$ cat config.mk
export PLATFORM = sky130hd
export DESIGN_NAME = mul_result_stage
export DESIGN_NICKNAME = d
export VERILOG_FILES = /design/src/rtl/mext_pkg.sv /design/src/rtl/mul_fmt.sv /design/src/rtl/mul_result_stage.sv
export SDC_FILE = /design/constraint.sdc
export NUM_CORES = 1
export LEC_CHECK = 0
export CORE_ASPECT_RATIO = 1.4
export CORE_MARGIN = 5
export CORE_UTILIZATION = 45
export CTS_BUF_LIST = sky130_fd_sc_hd__clkbuf_4 sky130_fd_sc_hd__clkbuf_8
export DETAILED_ROUTE_END_ITERATION = 8
export GPL_TIMING_DRIVEN = 0
export PLACE_DENSITY = 0.81
export SLEW_MARGIN = 20
export SYNTH_ARGS = -nofsm -noshare
export SYNTH_HDL_FRONTEND = slang
export SYNTH_SLANG_ARGS = --single-unit
$ cat constraint.sdc
create_clock -name clk -period 18.4 [get_ports clk]
set_clock_uncertainty 0.2 [all_clocks]
set_input_delay 3.68 -clock clk [delete_from_list [all_inputs] [get_ports clk]]
set_output_delay 3.68 -clock clk [all_outputs]
set_load 0.05 [all_outputs]
$ cat src/rtl/mext_pkg.sv
// Shared types and widths for the M-extension multiply result path.
package mext_pkg;

  localparam int XLEN = 64;
  localparam int TAGW = 5;

  // MULControl encoding as produced by the decoder.
  typedef enum logic [2:0] {
    MUL_W   = 3'b000,
    MUL_LO  = 3'b100,
    MUL_H   = 3'b101,
    MUL_HSU = 3'b110,
    MUL_HU  = 3'b111
  } mul_op_e;

  // One buffered writeback entry.
  typedef struct packed {
    logic [XLEN-1:0] result;
    logic [TAGW-1:0] rd;
  } mul_entry_t;

endpackage

$ cat src/rtl/mul_fmt.sv
// Combinational formatter: turns the signed 128-bit product into the
// architectural result for the selected multiply flavour.
module mul_fmt
  import mext_pkg::*;
(
  input  logic [2:0]        ctrl,
  input  logic [XLEN-1:0]   rs1,
  input  logic [XLEN-1:0]   rs2,
  input  logic [2*XLEN-1:0] product,
  output logic [XLEN-1:0]   result
);

  logic [XLEN-1:0] hi;
  logic [XLEN-1:0] lo;
  logic [XLEN-1:0] fix_rs1;
  logic [XLEN-1:0] fix_rs2;

  assign hi = product[2*XLEN-1:XLEN];
  assign lo = product[XLEN-1:0];

  // The multiplier treats both operands as signed. An operand that is
  // really unsigned with its top bit set was seen as (x - 2^XLEN), so the
  // upper half is short by the other operand; these terms add it back.
  assign fix_rs1 = rs2[XLEN-1] ? rs1 : '0;
  assign fix_rs2 = rs1[XLEN-1] ? rs2 : '0;

  // Select the result slice / fix-up for the operation; illegal codes give 0.
  always_comb begin
    result = '0;
    case (ctrl)
      MUL_LO:  result = lo;
      MUL_H:   result = hi;
      MUL_HSU: result = hi + fix_rs1;
      MUL_HU:  result = hi + fix_rs1 + fix_rs2;
      MUL_W:   result = {{(XLEN-32){lo[31]}}, lo[31:0]};
      default: result = '0;
    endcase
  end

endmodule

$ cat src/rtl/mul_result_stage.sv
// Multiply result stage: formats the product and buffers results in a
// small registered-output FIFO toward writeback, with registered in_ready.
module mul_result_stage
  import mext_pkg::*;
#(
  parameter int XLEN  = mext_pkg::XLEN,
  parameter int DEPTH = 2,
  parameter int TAGW  = mext_pkg::TAGW
) (
  input  logic                clk,
  input  logic                rst,
  input  logic                flush,
  input  logic                in_valid,
  output logic                in_ready,
  input  logic [2:0]          in_ctrl,
  input  logic [XLEN-1:0]     in_rs1,
  input  logic [XLEN-1:0]     in_rs2,
  input  logic [2*XLEN-1:0]   in_product,
  input  logic [TAGW-1:0]     in_rd,
  output logic                out_valid,
  input  logic                out_ready,
  output logic [XLEN-1:0]     out_result,
  output logic [TAGW-1:0]     out_rd
);

  localparam int PW = (DEPTH > 1) ? $clog2(DEPTH) : 1;
  localparam int CW = $clog2(DEPTH + 1);

  logic [PW-1:0] rd_ptr, rd_ptr_next;
  logic [PW-1:0] wr_ptr, wr_ptr_next;
  logic [CW-1:0] count, count_next;
  logic          in_ready_q;
  logic          push, pop;

  logic [XLEN-1:0] fmt_result;
  mul_entry_t      new_entry;
  mul_entry_t      head_q, head_next;
  mul_entry_t      mem [DEPTH];

  mul_fmt u_fmt (
    .ctrl    (in_ctrl),
    .rs1     (in_rs1),
    .rs2     (in_rs2),
    .product (in_product),
    .result  (fmt_result)
  );

  assign new_entry.result = fmt_result;
  assign new_entry.rd     = in_rd;

  assign push = in_valid && in_ready_q && !flush;
  assign pop  = (count != '0) && out_ready && !flush;

  // Next occupancy, pointers and head entry. The head is kept in its own
  // register so the outputs hold the last popped entry once the FIFO drains.
  always_comb begin
    rd_ptr_next = rd_ptr;
    wr_ptr_next = wr_ptr;
    count_next  = count;
    head_next   = head_q;
    if (flush) begin
      rd_ptr_next = '0;
      wr_ptr_next = '0;
      count_next  = '0;
    end else begin
      if (push) wr_ptr_next = wr_ptr + PW'(1);
      if (pop)  rd_ptr_next = rd_ptr + PW'(1);
      if (push && !pop)      count_next = count + CW'(1);
      else if (pop && !push) count_next = count - CW'(1);
      if (count_next != '0) begin
        // The new head is the entry being written this cycle when it lands
        // exactly at the next read position; otherwise it is already stored.
        if (push && (rd_ptr_next == wr_ptr)) head_next = new_entry;
        else                                 head_next = mem[rd_ptr_next];
      end
    end
  end

  // Occupancy, pointers, registered ready and head register.
  always_ff @(posedge clk or posedge rst) begin
    if (rst) begin
      rd_ptr     <= '0;
      wr_ptr     <= '0;
      count      <= '0;
      in_ready_q <= 1'b1;
      head_q     <= '0;
    end else begin
      rd_ptr     <= rd_ptr_next;
      wr_ptr     <= wr_ptr_next;
      count      <= count_next;
      in_ready_q <= (count_next < CW'(DEPTH));
      head_q     <= head_next;
    end
  end

  // Entry storage; cleared on reset so nothing from before reset can reappear.
  always_ff @(posedge clk or posedge rst) begin
    if (rst) begin
      for (int i = 0; i < DEPTH; i++) mem[i] <= '0;
    end else if (push) begin
      mem[wr_ptr] <= new_entry;
    end
  end

  assign in_ready   = in_ready_q;
  assign out_valid  = (count != '0);
  assign out_result = head_q.result;
  assign out_rd     = head_q.rd;

endmodule

== Word-level counts from Yosys, hierarchy flattened ==
Index checks and enable logic that the tools add are counted.

* Register bits: 212
* Bits of input ports: 269
* Output and inout bits: 71
* Logic and storage cells: 63

* $add $sub $neg: 6
* $lt $le $gt $ge: 4
* Eq/ne operators: 5
* Mux-type cells: 19
* Bitwise operators: 3
* Reductions and logical operators: 16

{| class="wikitable"
|+ Operators with widths
! cell !! number
|-
| $mux W69 || 5
|-
| $pmux W64 S5 || 1
|-
| $bwmux W138 || 1
|-
| $add A64 B64 Y64 || 2
|-
| $mux W64 || 2
|-
| $demux W69 S1 || 1
|-
| $eq A3 B3 Y1 const B || 4
|-
| $logic_and A1 B1 Y1 || 8
|-
| $mux W2 || 4
|-
| $reduce_bool A2 Y1 || 3
|-
| $mux W1 || 5
|-
| $ge A2 B2 Y1 const B || 2
|-
| $not A1 Y2 || 2
|-
| $logic_not A1 Y1 || 3
|-
| $logic_not A3 Y1 || 1
|-
| $add A1 B1 Y1 const B || 2
|-
| $add A2 B1 Y2 const B || 1
|-
| $lt A2 B1 Y1 const B || 1
|-
| $lt A2 B2 Y1 const B || 1
|-
| $reduce_and A2 Y1 || 1
|-
| $sub A2 B1 Y2 const B || 1
|-
| $eq A1 B1 Y1 || 1
|-
| $not A1 Y1 || 1
|}

== Depth between registers and ports, before layout ==
Gate-level depths: netlist (run 1).

* Depth after elaboration: 10
* Depth in mapped cells: 26
* Depth with buffers taken out: 24

== By module ==
A second synthesis (run 1) with hierarchy kept.

* Cell total of the unflattened synthesis: 2145
* Area, all modules: 18958.2 sq um

{| class="wikitable"
|+ By module, submodules not included
! module !! times used !! cells each !! area an instance (sq um) !! sequential area each (sq um)
|-
| mul_fmt || 1 || 1509 || 9985.8 || 0.0
|-
| mul_result_stage || 1 || 636 || 8972.4 || 5306.3
|}

== Worst setup path after synthesis (run 1) ==
No wires, ideal clock.

* Path type: input-to-reg
* Start point: input in_rs2[63]
* End point: register head_q, in the netlist out_result[58]
* Setup time: 0.121 ns
* Arrival time: 8.489 ns
* Required time: 18.079 ns
* Slack: 9.590 ns
* Stages on the path: 26
* Path buffers: 4
* Cells stage by stage: clkbuf_1 clkbuf_1 and2_1 ha_1 buf_4 nand2_1 or4_1 or4_1 a21oi_2 o31ai_2 o21ai_4 a21oi_1 xor2_1 inv_1 ha_1 clkbuf_1 nand4_1 nor3_1 nand2_1 nor3_1 a211oi_1 a31oi_1 xnor2_1 o21ai_0 a211o_1 a22o_1

* Word-level cells in the longest chain between the ends: 5

{| class="wikitable"
|+ RTL lines
! item !! line !! source
|-
| start: declaration || mul_result_stage.sv:17 || <nowiki>input logic [XLEN-1:0] in_rs2,</nowiki>
|-
| $mux W64 * || mul_fmt.sv:24 || <nowiki>assign fix_rs1 = rs2[XLEN-1] ? rs1 : '0;</nowiki>
|-
| $add A64 B64 Y64 * || mul_fmt.sv:33, mul_fmt.sv:34 ||
|-
| $add A64 B64 Y64 || mul_fmt.sv:34 || <nowiki>MUL_HU: result = hi + fix_rs1 + fix_rs2;</nowiki>
|-
| $pmux W64 S5 * || mul_fmt.sv:30 || <nowiki>case (ctrl)</nowiki>
|-
| $mux W69 * || mul_result_stage.sv:73 || <nowiki>if (push && (rd_ptr_next == wr_ptr)) head_next = new_entry;</nowiki>
|-
| end signal: assignment || mul_result_stage.sv:92 || <nowiki>head_q <= head_next;</nowiki>
|-
| end: declaration || mul_result_stage.sv:37 || <nowiki>mul_entry_t head_q, head_next;</nowiki>
|}

Mark *: on every way between the ends. The rest lies on a longest branch, timed or not.
A chain may end at the register's enable or synchronous reset.

== Worst setup path in the final report (run 1) ==
* Start point: input in_rs2[63]
* End point: register mem[136] (netlist bit)

* Word-level cells in the longest chain between the ends: 5

{| class="wikitable"
|+ RTL lines
! item !! line !! source
|-
| $mux W64 * || mul_fmt.sv:24 ||
|-
| $add A64 B64 Y64 * || mul_fmt.sv:33, mul_fmt.sv:34 ||
|-
| $add A64 B64 Y64 || mul_fmt.sv:34 ||
|-
| $pmux W64 S5 * || mul_fmt.sv:30 ||
|-
| $bwmux W138 * || mul_result_stage.sv:101 || <nowiki>mem[wr_ptr] <= new_entry;</nowiki>
|-
| end signal: indexed assignment || mul_result_stage.sv:101 ||
|-
| end: declaration || mul_result_stage.sv:38 || <nowiki>mul_entry_t mem [DEPTH];</nowiki>
|}

Marks and branches as above.

==> metrics.md, run 1 <==
| Metric | Value |
|---|---|
| Status | finished, final reports clean |
| GRT Total Usage | 36.4% |
| GRT Residual Overflow | 0 |
| Endpoint with the worst hold slack | out_result[12] |
| Hold path cells | 1 |
| Synth unique cells | 76 |
| Max-slew headroom at the worst pin | 13.6% |
| Antenna violations before repair | 1 |
| Number of H-tree levels | 1 |
| Vias after detailed routing | 21619 |
| Number of hold-repair buffers added at the cts stage | 0 |
| Mean instance size in the synthesized netlist | 7.84 um2 |
| Number of enable flip-flop cells after synthesis | 0 |
| Number of setup buffers added after CTS | 0 |
| Most frequently used flop master after synthesis | dfrtp_1 |
| Residual DRC count | 0 |
| RSZ-0062 raised after global routing | no |
| Worst Tran Pin Value | 1290 ps |
| RR Endpoint | out_result[12] |
| Via count of the first global-routing pass | 21356 |
| Ys Warns | 0 |
| Routed wire per std cell | 26.4 um |
| Maximum clock frequency | 84.1 MHz |
| Number of violations of the max-capacitance limit | 0 |
| Crit path DAT | 12100 ps |
| Worst setup slack before clock tree synthesis | 6270 ps |
| Syn Nets | 2851 |
| Count of endpoints failing setup in the final report | 0 |
| Share of synthesized flip-flops with an asynchronous set or reset | 100% |
| Die W | 185 um |
| Maximum vdd ir drop | 0.0798 mV |
| Highest net fanout along the worst path | 10 |
| Sum of routed wire length over all layers | 89400 um |
| Max-slew violation count | 0 |
| Antenna viol nets, final | 0 |
| Critical Path Max Stage Delay | 970 ps |
| Global-route wire length before repair | 131000 um |
| Worst R2R Path Depth | 12 |
| Reg-to-reg critical path startpoint | count[0] |
| Via-to-Cell Ratio | 6.38 |
| Worst setup path category | input pin to flip-flop |
| Detailed-router iteration count before antenna repair | 7 |
| Period utilization | 64.6% |
| Post_cts resized | 0 |
| Minimum setup slack in the final design | 6510 ps |
| Fin crit period | 11890 ps |
| Cells after synthesis | 2453 |
| Port Buf Inserts | 338 |
| Dpl hpwl | 74000 um |
| Cell Pwr Density | 128 nW/um2 |
| WP data required | 18610 ps |
| Share of post-route cells with drive strength above 1 | 4.61% |
| Clock tree from TritonCTS | yes |
| Number of clock sinks | 212 |
| CTS Buf Count | 26 |
| Layout filler cell count | 3855 |
| Weighted congestion reported at the end of routability-driven placement | 1.01 |
| Root Buffer | clkbuf_8 |
| Startpoint of the worst hold path | out_result[12] |
| Largest net degree at the start of global routing | 109 |
| Cell area after synthesis | 19200 um2 |
| Type of element capturing the critical path | flip-flop |
| Type of the most critical hold path | flip-flop to flip-flop |
| Number of register bits inferred by synthesis | 212 |
| Standard cell core area | 42200 um2 |
| CP max stage cell | a2111oi_0 |
| Number of hold-slack violations in the final timing report | 0 |
| Die outline area | 47000 um2 |
| Total leakage power | 0.0102 uW |
| Worst-Skew Late Latency | 550 ps |
| Starting density of the core | 45.6% |
| Top Ports | 340 |
| Relative area change from synthesis to final layout | 24.9% |
| TNS Setup | 0 ps |
| Clock slew seen by the registers of the worst setup and hold paths | 80 ps |
| Final-stage net count | 3218 |
| Worst-case register-to-register setup slack | 14690 ps |
| Number of rows in the core area | 89 |
| Sequential cell area fraction in the yosys report | 27.6% |
| Die boundary height | 255 um |
| Longest Clk Path Bufs | 3 |
| CP startpoint kind | input pin |
| Drt first-iter violations | 2575 |
cells by family after synthesis:
family | after synthesis | share of synthesized area [%]
AO/OA/AOI/OAI | 921 | 30.4
XOR/XNOR | 116 | 5.28
adder cells (fa/ha/maj) | 129 | 8.47
buffers and inverters | 226 | 4.46
flip-flops | 212 | 27.6
multiplexers | 83 | 4.65
AND/OR/NAND/NOR | 766 | 19.1
power breakdown:
group          internal [uW]  switching [uW]  leakage, uW
combinational            653            1150      0.00725
sequential               698             140      0.00259
clock                    249             186     0.000355
total                   1600            1480       0.0102
final cells by class:
| cell class | instances | area (um2) | area share [%] |
|---|---|---|---|
| clock buffer | 40 | 513 | 2.14 |
| tap | 546 | 683 | 2.84 |
| timing repair buffer | 339 | 3410 | 14.2 |
| clock inverter | 8 | 169 | 0.703 |
| inverter | 57 | 221 | 0.922 |
| sequential | 212 | 5310 | 22.1 |
| antenna | 2 | 5.00 | 0.0208 |
| multi-input combinational | 2015 | 13100 | 54.4 |
| buffer | 169 | 644 | 2.68 |
cell usage in the layout, fill, tap and decap left out, drive strengths merged, types with 14 or more instances in the layout:
master	synthesis	layout
a31oi	23	23
a21oi	317	317
mux2	50	50
clkdlybuf4s50	0	338
and3	14	14
a221oi	35	35
o21bai	19	19
nand4	47	47
xor2	42	42
clkbuf	152	192
buf	17	18
dfrtp	211	211
nor3	29	29
a221o	23	23
a21o	65	65
o22ai	22	22
nor2	186	186
a22o	31	31
nor2b	21	21
xnor2	74	74
and2	134	134
o21ai	204	204
nand3	21	21
mux2i	33	33
o31ai	19	19
nor4	15	15
a211oi	37	37
inv	57	57
ha	127	127
o211ai	22	22
nand2	251	251
o21a	23	23
layer usage:
layer	global-route usage (%)	up-vias	routed length [um]
met5	0	-	0
met2	62.7	1143	43100
met1	46.0	10500	35200
met3	3.01	227	5780
li1	-	9749	-
met4	18.0	0	5340
Yosys cell counts, types with 11 or more instances:
cell type,count,share of area (%)
nor2b_1,21,0.68
a221o_1,23,1.2
o21a_1,23,0.90
nor3_1,29,0.75
o21bai_1,19,0.74
nand4_1,47,1.5
mux2i_1,33,1.7
mux2_2,50,2.9
a31oi_1,23,0.75
a21oi_1,316,8.2
o22ai_1,22,0.72
a21o_1,65,2.5
inv_1,57,1.1
nand2_1,250,4.9
buf_1,13,0.25
o31ai_1,17,0.66
o211ai_1,22,0.86
clkbuf_1,152,3.0
xor2_1,42,1.9
nor2_1,186,3.6
ha_1,127,8.3
a221oi_1,35,1.6
dfrtp_1,211,27
and3_1,14,0.46
a211oi_1,35,1.4
nand3_1,21,0.55
o21ai_0,200,5.2
a222oi_1,11,0.57
xnor2_1,74,3.4
nor4_1,15,0.49
a22o_1,31,1.4
and2_1,134,4.4
worst max-delay path by stage:
stage / end / depth (start not counted) / from
floorplan: count[0] / 1 / rst
global placement: out_result[62] / 25 / in_rs2[63]
detailed placement: mem[136] / 25 / in_rs2[63]
CTS: mem[136] / 25 / in_rs2[63]
global route: out_result[49] / 24 / in_rs2[63]
finish: mem[136] / 25 / in_rs2[63]
stage by stage:
stage	area, um2	instances	total power (uW)	hold slack [ps]	util [%]
5_1_grt	24000	3387	3240	302	56.9
3_3_place_gp	23300	3337	2540	255	55.2
3_5_place_dp	23300	3338	2600	266	55.3
2_1_floorplan	19200	2453	1980	242	-
6_report	24000	3388	3080	281	56.9
4_1_cts	24000	3386	3050	283	56.9
flip-flops by register name, indices dropped and copies added, names as in the netlist:
register	count
wr_ptr	1
rd_ptr	1
in_ready	1
count	2
out_result	64
mem	138
out_rd	5
critical path, delay by kind of cell:
kind	cells	cell delay, ps
fa+ha+maj	2	790
xor+xnor	2	620
buf+inv	4	2070
simple gates	9	1590
compound gates	8	3320
(Power assumes the default switching activity.)
==> inputs of run 2 (changes only) <==
--- a/config.mk
+++ b/config.mk
@@ -11,7 +11,7 @@
 export CTS_BUF_LIST = sky130_fd_sc_hd__clkbuf_4 sky130_fd_sc_hd__clkbuf_8
 export DETAILED_ROUTE_END_ITERATION = 8
 export GPL_TIMING_DRIVEN = 0
-export PLACE_DENSITY = 0.81
+export PLACE_DENSITY = 0.84
 export SLEW_MARGIN = 20
 export SYNTH_ARGS = -nofsm -noshare
 export SYNTH_HDL_FRONTEND = slang
==> constraint.sdc (replaced) <==
create_clock -name clk -period 10.9 [get_ports clk]
set_clock_uncertainty 0.2 [all_clocks]
set_input_delay 2.18 -clock clk [delete_from_list [all_inputs] [get_ports clk]]
set_output_delay 2.18 -clock clk [all_outputs]
set_load 0.05 [all_outputs]
==> run 2 against run 1 <==
Effect of this change: final area down 0.42%; total power up 65%; critical endpoint unchanged; via count up 0.21%; count of clock-buffer cells in the layout down 3; cell count about the same; flip-flop and latch count unchanged; register-to-register slack worse by 7600 ps; global-route usage down 0.071 points; sequential power up 69%; combinational power up 69%.
==> metrics.md, run 2 (synthesized netlist as in run 1, its figures left out) <==
| Metric | Value |
|---|---|
| CP startpoint kind | input pin |
| GRT Total Usage | 36.4% |
| Final core occ | 56.7% |
| Type of element capturing the critical path | flip-flop |
| Largest net degree at the start of global routing | 115 |
| Maximum vdd ir drop | 0.129 mV |
| Global-route wire length before repair | 131000 um |
| Antenna viol nets, final | 0 |
| Combinational fraction of design power | 60.3% |
| Final-stage net count | 3218 |
| Count of endpoints failing setup in the final report | 0 |
| Number of hold-slack violations in the final timing report | 0 |
| Clock slew seen by the registers of the worst setup and hold paths | 80 ps |
| Worst Tran Pin Value | 1280 ps |
| Crit path to | mem[136] |
| Port Buf Inserts | 338 |
| Max-slew headroom at the worst pin | 14.0% |
| CTS Buf Count | 25 |
| Number of clock sinks | 212 |
| Die boundary height | 255 um |
| Fin crit period | 10430 ps |
| Longest Clk Path Bufs | 3 |
| WP data required | 11100 ps |
| Worst R2R Path Depth | 12 |
| Dpl hpwl | 74600 um |
| Relative area change from synthesis to final layout | 24.4% |
| Power share of the clock group | 11.8% |
| Die W | 185 um |
| Worst setup path category | input pin to flip-flop |
| Number of rows in the core area | 89 |
| Highest net fanout along the worst path | 10 |
| Top Ports | 340 |
| Internal power | 2580 uW |
| Drt first-iter violations | 2218 |
| Number of H-tree levels | 1 |
| Most frequent cells in the layout | 338 x clkdlybuf4s50_1, 316 x a21oi_1, 250 x nand2_1 |
| Maximum clock frequency | 95.9 MHz |
| Worst-case register-to-register setup slack | 7080 ps |
| Post-detailed-placement cell area | 23400 um2 |
| Sum of routed wire length over all layers | 89600 um |
| Antenna violations before repair | 1 |
| Crit path DAT | 10630 ps |
| Share of post-route cells with drive strength above 1 | 4.61% |
| RR Endpoint | out_result[12] |
| Number of violations of the max-capacitance limit | 0 |
| Startpoint of the worst hold path | mem[59] |
| Root Buffer | clkbuf_8 |
| Worst-Skew Late Latency | 560 ps |
| Weighted congestion reported at the end of routability-driven placement | 0.989 |
| Register name with the most flops | mem |
| Cell Pwr Density | 212 nW/um2 |
| GRT Residual Overflow | 0 |
| Vias after detailed routing | 21665 |
| Total leakage power | 0.0101 uW |
| Number of hold-repair buffers added at the cts stage | 0 |
| Launching element of the worst setup path | in_rs2[63] |
| Via-to-Cell Ratio | 6.40 |
| Standard cell core area | 42200 um2 |
| Status | finished, final reports clean |
| Via count of the first global-routing pass | 21723 |
| Reg power frac | 27.9% |
| NetSw | 2490 uW |
| Fraction of power spent switching nets | 49.2% |
| Period utilization | 95.7% |
| Number of setup buffers added after CTS | 0 |
| Detailed-router iteration count before antenna repair | 9 |
| Largest register FFs | 138 |
| Reg-to-reg critical path startpoint | count[0] |
| Clock tree from TritonCTS | yes |
| RSZ-0062 raised after global routing | no |
| Max-slew violation count | 0 |
| Most common cell after layout, fill and taps aside | clkdlybuf4s50_1 |
| Post_cts resized | 0 |
| Starting density of the core | 45.6% |
| Type of the most critical hold path | flip-flop to flip-flop |
| Routed wire per std cell | 26.5 um |
| Design Area, Final | 23900 um2 |
| Residual DRC count | 0 |
| Die outline area | 47000 um2 |
-- run 2: cell count changes in the layout (fill, tap and decap cells not counted), sizes merged --
cell,delta
diode,-1
clkbuf,-3
clkinv,+5
bufinv,-5
buf,+1
clkinvlp,+1
-- run 2: worst max-delay path: stages --
cell and delay [ps]:
clkdlybuf4s50_1 550, clkbuf_1 740, clkbuf_1 600, nand2_1 250, fa_1 460, nor2b_1 240, o311a_1 280, o211a_1 190
nor3_1 90, a2111oi_0 940, or2_2 320, a21oi_1 110, xnor2_1 540, ha_1 350, clkbuf_1 210, nand4_1 180
nor3_1 110, nand2_1 130, nor3_1 60, a211oi_1 640, nand2_1 230, a211oi_1 290, xnor2_1 90, a221oi_1 640
a21oi_1 160
-- run 2: metrics by stage --
step	std cells	power, uW	hold slack, ps	setup WS (ps)	setup TNS, ps
after floorplan	2453	3340	242	2730	0
after global placement	3337	4290	256	-249	-1300
after detailed placement	3339	4400	266	107	0
after CTS	3385	5000	284	613	0
after global routing	3386	5310	306	170	0
final	3386	5070	281	468	0
-- run 2: area by class of cell --
cell class | count | area (um2)
antenna | 1 | 2.50
buffer | 169 | 644
clock buffer | 37 | 497
clock inverter | 9 | 55.1
fill | 3891 | 18300
inverter | 57 | 221
multi-input combinational | 2015 | 13100
sequential | 212 | 5310
tap | 546 | 683
timing repair buffer | 340 | 3440
-- run 2: worst min path at each step --
stage / cells past startpoint / slack, ps / to
floorplan: 2 / 240 / mem[13]
global placement: 2 / 260 / mem[17]
detailed placement: 2 / 270 / mem[16]
CTS: 2 / 280 / mem[16]
global route: 1 / 310 / out_result[12]
finish: 2 / 280 / mem[59]
-- run 2: layer usage --
| metal | track usage, % | share of wire [%] |
|---|---|---|
| met1 | 45.6 | 39 |
| met2 | 61.7 | 48 |
| met3 | 3.74 | 7.0 |
| met4 | 19.4 | 6.3 |
| met5 | 0 | 0 |
-- run 2: power by group through the flow --
stage	combinational (uW)	sequential (uW)	clock [uW]
after floorplan	1560	1780	0
after global placement	2910	1390	0
after detailed placement	2980	1420	0
after CTS	3000	1400	594
after global routing	3250	1450	622
final	3060	1420	598
